==> src/rtl/fetch_unit_if.sv <==
// Instruction-memory read channel between the fetch stage and instruction memory.
// The master issues req/addr and holds them until the slave returns valid/rdata.
interface fetch_unit_if #(
    parameter int ADDR_WIDTH = 32
);
    logic                  req;
    logic [ADDR_WIDTH-1:0] addr;
    logic [31:0]           rdata;
    logic                  valid;

    modport master (
        output req,
        output addr,
        input  rdata,
        input  valid
    );

    modport slave (
        input  req,
        input  addr,
        output rdata,
        output valid
    );
endinterface

==> src/rtl/fetch_unit.sv <==
// Instruction fetch stage: on each fetch_enable pulse, reads one word from imem,
// presents {pc_out, instr_out} to decode, and advances or redirects the fetch PC.
module fetch_unit #(
    parameter int                    ADDR_WIDTH = 32,
    parameter logic [ADDR_WIDTH-1:0] RESET_PC   = '0
) (
    input  logic                  clk,
    input  logic                  rst,
    input  logic                  fetch_enable,
    output logic                  fetch_done,
    input  logic                  redirect_valid,
    input  logic [ADDR_WIDTH-1:0] redirect_pc,
    fetch_unit_if.master          imem,
    output logic [ADDR_WIDTH-1:0] pc_out,
    output logic [31:0]           instr_out,
    output logic                  busy,
    output logic                  overlap_err
);

    typedef enum logic [1:0] {
        IDLE,
        WAIT,
        DONE
    } state_t;

    state_t                state;
    logic [ADDR_WIDTH-1:0] pc;
    logic                  redirect_pending;
    logic [ADDR_WIDTH-1:0] redirect_target;
    logic [ADDR_WIDTH-1:0] redirect_aligned;

    // Redirect targets are forced to a word boundary so pc never goes unaligned.
    assign redirect_aligned = redirect_pc & ~ADDR_WIDTH'(3);

    // NOTE: all state uses non-blocking assignments so every register samples
    // pre-edge values regardless of statement order within this block.
    always_ff @(posedge clk) begin
        if (rst) begin
            state            <= IDLE;
            pc               <= RESET_PC;
            imem.req         <= 1'b0;
            imem.addr        <= RESET_PC;
            fetch_done       <= 1'b0;
            pc_out           <= '0;
            instr_out        <= '0;
            busy             <= 1'b0;
            overlap_err      <= 1'b0;
            redirect_pending <= 1'b0;
            redirect_target  <= RESET_PC;
        end else begin
            fetch_done <= 1'b0;

            // busy covers both WAIT and DONE, so a pulse in the DONE cycle also overlaps.
            if (fetch_enable && busy) begin
                overlap_err <= 1'b1;
            end

            unique case (state)
                IDLE: begin
                    if (fetch_enable) begin
                        state     <= WAIT;
                        busy      <= 1'b1;
                        imem.req  <= 1'b1;
                        imem.addr <= pc;
                        // The request already uses the old pc; the redirect waits for completion.
                        if (redirect_valid) begin
                            redirect_pending <= 1'b1;
                            redirect_target  <= redirect_aligned;
                        end
                    end else if (redirect_valid) begin
                        pc <= redirect_aligned;
                    end
                end

                WAIT: begin
                    if (imem.valid) begin
                        state            <= DONE;
                        imem.req         <= 1'b0;
                        fetch_done       <= 1'b1;
                        pc_out           <= imem.addr;
                        instr_out        <= imem.rdata;
                        redirect_pending <= 1'b0;
                        if (redirect_valid) begin
                            pc <= redirect_aligned;
                        end else if (redirect_pending) begin
                            pc <= redirect_target;
                        end else begin
                            pc <= pc + ADDR_WIDTH'(4);
                        end
                    end else if (redirect_valid) begin
                        redirect_pending <= 1'b1;
                        redirect_target  <= redirect_aligned;
                    end
                end

                DONE: begin
                    state <= IDLE;
                    busy  <= 1'b0;
                    if (redirect_valid) begin
                        pc <= redirect_aligned;
                    end
                end

                default: begin
                    state <= IDLE;
                    busy  <= 1'b0;
                end
            endcase
        end
    end

endmodule

==> src/flat_wrapper.sv <==
// flat-port wrapper written by rule: the top's interface ports become plain ports
module fetch_unit_flat 
#(
    parameter int                    ADDR_WIDTH = 32,
    parameter logic [ADDR_WIDTH-1:0] RESET_PC   = '0
)
  (clk, rst, fetch_enable, fetch_done, redirect_valid, redirect_pc, pc_out, instr_out, busy, overlap_err, imem_req, imem_addr, imem_rdata, imem_valid);
  fetch_unit_if #(.ADDR_WIDTH(ADDR_WIDTH)) imem_i ();
  input  logic clk;
  input  logic rst;
  input  logic fetch_enable;
  output logic fetch_done;
  input  logic redirect_valid;
  input  logic [ADDR_WIDTH-1:0] redirect_pc;
  output logic [ADDR_WIDTH-1:0] pc_out;
  output logic [31:0] instr_out;
  output logic busy;
  output logic overlap_err;
  output wire logic [$bits(imem_i.req)-1:0] imem_req;
  output wire logic [$bits(imem_i.addr)-1:0] imem_addr;
  input wire logic [$bits(imem_i.rdata)-1:0] imem_rdata;
  input wire logic [$bits(imem_i.valid)-1:0] imem_valid;
  assign imem_req = imem_i.req;
  assign imem_addr = imem_i.addr;
  assign imem_i.rdata = imem_rdata;
  assign imem_i.valid = imem_valid;
  fetch_unit #(.ADDR_WIDTH(ADDR_WIDTH), .RESET_PC(RESET_PC)) u_core (.clk(clk), .rst(rst), .fetch_enable(fetch_enable), .fetch_done(fetch_done), .redirect_valid(redirect_valid), .redirect_pc(redirect_pc), .imem(imem_i), .pc_out(pc_out), .instr_out(instr_out), .busy(busy), .overlap_err(overlap_err));
endmodule
==> config.mk <==
export PLATFORM = sky130hd
export DESIGN_NAME = fetch_unit_flat
export DESIGN_NICKNAME = d
export VERILOG_FILES = /design/src/rtl/fetch_unit_if.sv /design/src/rtl/fetch_unit.sv /design/src/flat_wrapper.sv
export SDC_FILE = /design/constraint.sdc
export NUM_CORES = 1
export LEC_CHECK = 0
export ABC_AREA = 1
export CORE_ASPECT_RATIO = 1.4
export CORE_UTILIZATION = 35
export CTS_BUF_LIST = sky130_fd_sc_hd__clkbuf_4
export CTS_CLUSTER_SIZE = 16
export DETAILED_ROUTE_END_ITERATION = 8
export HOLD_SLACK_MARGIN = 0.1
export PLACE_DENSITY_LB_ADDON = 0.3
export SYNTH_ARGS = -nofsm -noshare
export SYNTH_HDL_FRONTEND = slang
export SYNTH_SLANG_ARGS = --single-unit
==> constraint.sdc <==
create_clock -name clk -period 3.2 [get_ports clk]
set_input_delay 0.48 -clock clk [delete_from_list [all_inputs] [get_ports clk]]
set_output_delay 0.48 -clock clk [all_outputs]
set_load 0.02 [all_outputs]
==> flow_summary.ini <==
[clocking]
postCtsSetupRepairBufs = 0
root_buffer = clkbuf_4
tritoncts = done
h-tree-depth = 4
cts_resized = 0
numCtsBuffers = 17
clock-sinks = 159
cts_hold_buf = 0
clock_latency_ps = 560
cts.clk_slew.worst_paths_ps = 140
clockBufferDepth = 2

[sta]
setup_tns_ps = 0
final-hold-violation-count = 0
finClkSkew_ps = 14.1
rsz0062_at_grt = no
setup_viol = 0
slew_headroom_pct = 53.8
drv_slew = 0
period_share_pct = 65.7
period_minus_slack_ps = 2100
fmax_mhz = 475
worstMarginPinSlew_ps = 693

[floorplanning]
coreArea_mm2 = 0.0188
initial_utilization_pct = 36.2
die-area_mm2 = 0.0200
io_pins = 169
chipWidth_um = 120
die_h_um = 167
fp-row-count = 59

[critical_path]
cpMaxStageDelayCell = clkdlybuf4s50_1
crit_family = buffers and inverters
arrival_ps = 1620
worstSetupPathType = flip-flop to output port
crit_buf_inv = 1
crit_chain = clkdlybuf4s50_1
timing.critical_path.slowest_cell_delay_ps = 630
cp_max_fo = 3
critPathLaunchType = flip-flop
required_ps = 2720
endpoint_kind = output port

[placed_design]
gp_congestion = 0.879
port_buffers = 162
dpl.hpwl_um = 13400
post_dp_cell_area_mm2 = 0.00860

[logic_synthesis]
ys_seq_area_share_pct = 46.9
synth_seq_cells = 159
syn_area_mm2 = 0.00679
yosys_warnings = 0
ys_types = 32
synth_cells = 953
synth.avg_cell_area_um2 = 7.12

[route]
highest_layer = met4
via_per_inst = 4.86
drt_iter0_markers = 450
wirelength_met1_um = 8330
ant_nets = 0
drt_pass1_iterations = 5
via_count = 6537
drt_wl_total_um = 19200
wl_met2_um = 9300
drc = 0
met3_length_um = 966
wire_per_inst_um = 14.2

[outcome]
outcome = finished, final reports clean

[global_routing]
grt_pass1_wl_um = 30800
grt_pass1_vias = 5923
gr-total-overflow = 0
grtUsageTotal_pct = 19.4
grt_max_degree = 66
grt_antenna_before_repair = 1

[cells_and_area]
layout-area-overhead-vs-synth_pct = 30.4
nets = 1157
drive_above_1_share_pct = 5.45
final_area_mm2 = 0.00884

[worst_hold_path]
hp-class = input pin to flip-flop

[power_and_ir_drop]
power_w = 0.00407
peakVddDrop_v = 0.000191
powerDensity_mw_per_mm2 = 461
p_leak_nw = 3.42

[job]
max-cap-violations = 0
## path summary, 6_finish.rpt
| path | start | endpoint | slack [ps] | cells past startpoint |
|---|---|---|---|---|
| max | u_core.imem.addr[30] | imem_addr[30] | 1100 | 1 |
| min | imem_rdata[26] | u_core.instr_out[26] | 440 | 3 |
| max reg2reg | u_core.pc[2] | u_core.pc[16] | 1270 | 8 |
| min reg2reg | u_core.redirect_target[4] | u_core.redirect_target[4] | 450 | 2 |
## cell type report
type | instances | area [um2]
multi-input combinational | 670 | 3110
timing repair buffer | 174 | 1760
inverter | 65 | 246
sequential | 159 | 3180
fill | 1926 | 9910
antenna | 1 | 2.50
tap | 244 | 305
clock inverter | 14 | 105
clock buffer | 18 | 135
## sequential cells by signal, indices dropped and copies added (netlist names)
name / flops
u_core.busy: 1
u_core.fetch_done: 1
u_core.imem.addr: 30
u_core.imem.req: 1
u_core.instr_out: 32
u_core.overlap_err: 1
u_core.pc: 30
u_core.pc_out: 30
u_core.redirect_pending: 1
u_core.redirect_target: 30
u_core.state: 2
## logic make-up (layout without fill, tap and decap cells)
kind of cell | count (synthesis) | after routing | synth area share (%)
xor+xnor | 9 | 9 | 1.16
compound gates | 253 | 253 | 19.1
flops | 159 | 159 | 46.9
simple gates | 403 | 403 | 24.8
buf+inv | 127 | 271 | 7.76
other cells | 1 | 5 | 0.0553
fa+ha+maj | 1 | 1 | 0.184
## synthesized netlist by cell type
master    number  area (um2)
o22ai_1        2        12.5
clkbuf_1      37         139
a21oi_4        1        16.3
dfxtp_1      159        3180
a21oi_1      136         681
ha_1           1        12.5
nor2_2         3        18.8
clkinv_1       1        3.75
inv_1         59         221
nand3_1      100         500
or2_0          3        18.8
buf_6          3        33.8
conb_1         1        3.75
nor2_1        66         248
o21bai_1       2        15.0
a31oi_1        2        12.5
buf_2          7        35.0
nand2_1      224         841
nor2_4         1        11.3
xor2_1         4        35.0
buf_4          5        37.5
o211ai_1       1        7.51
buf_1         10        37.5
o21ai_0      100         500
xnor2_1        5        43.8
nand3_2        1        10.0
o211a_1        1        10.0
nand4_1        2        12.5
o21ai_1        8        40.0
inv_2          5        18.8
nor3b_2        1        12.5
nand2_2        2        12.5
## cell usage in the layout (no fill, tap or decap)
cell type	count
nand2_1	224
inv_8	1
buf_4	8
nand2_2	2
a21oi_1	136
o21ai_0	100
nor2_2	3
nor2_1	65
nor3b_4	1
a31oi_1	2
nand3_1	99
xnor2_1	5
clkinvlp_4	3
o21ai_1	8
o211ai_1	1
buf_12	4
inv_2	5
conb_1	4
nand4_1	2
dfxtp_1	159
inv_6	6
ha_1	1
o211a_1	1
a21oi_4	1
clkinv_1	2
o21bai_1	2
diode_2	1
inv_1	58
o22ai_1	2
nand3_2	2
or2_0	3
inv_4	1
clkdlybuf4s50_1	162
nor2_4	2
xor2_1	4
clkinv_2	3
clkbuf_4	18
## through the flow
stage / hold slack, ps / worst slack (ps) / utilization, % / std cells
CTS: 389 / 1030 / 47.2 / 1344
detailed placement: 438 / 876 / 45.9 / 1312
floorplan: 420 / 1700 / - / 956
global route: 371 / 1000 / 47.2 / 1345
finish: 441 / 1100 / 47.2 / 1345
global placement: 433 / 880 / 45.9 / 1312
## power breakdown
part	switching (W)	leakage, nW	internal, W
logic	0.000428	1.99	0.000314
registers	0.000119	1.30	0.00212
clock network	0.000765	0.130	0.000328
total	0.00131	3.42	0.00276
## metal layers
layer / GRT usage, % / vias up
li1: - / 3404
met5: 0 / -
met2: 32.3 / 171
met1: 23.6 / 2931
met3: 4.52 / 31
met4: 8.70 / 0
Note: power is estimated with default switching activity, not from simulation.
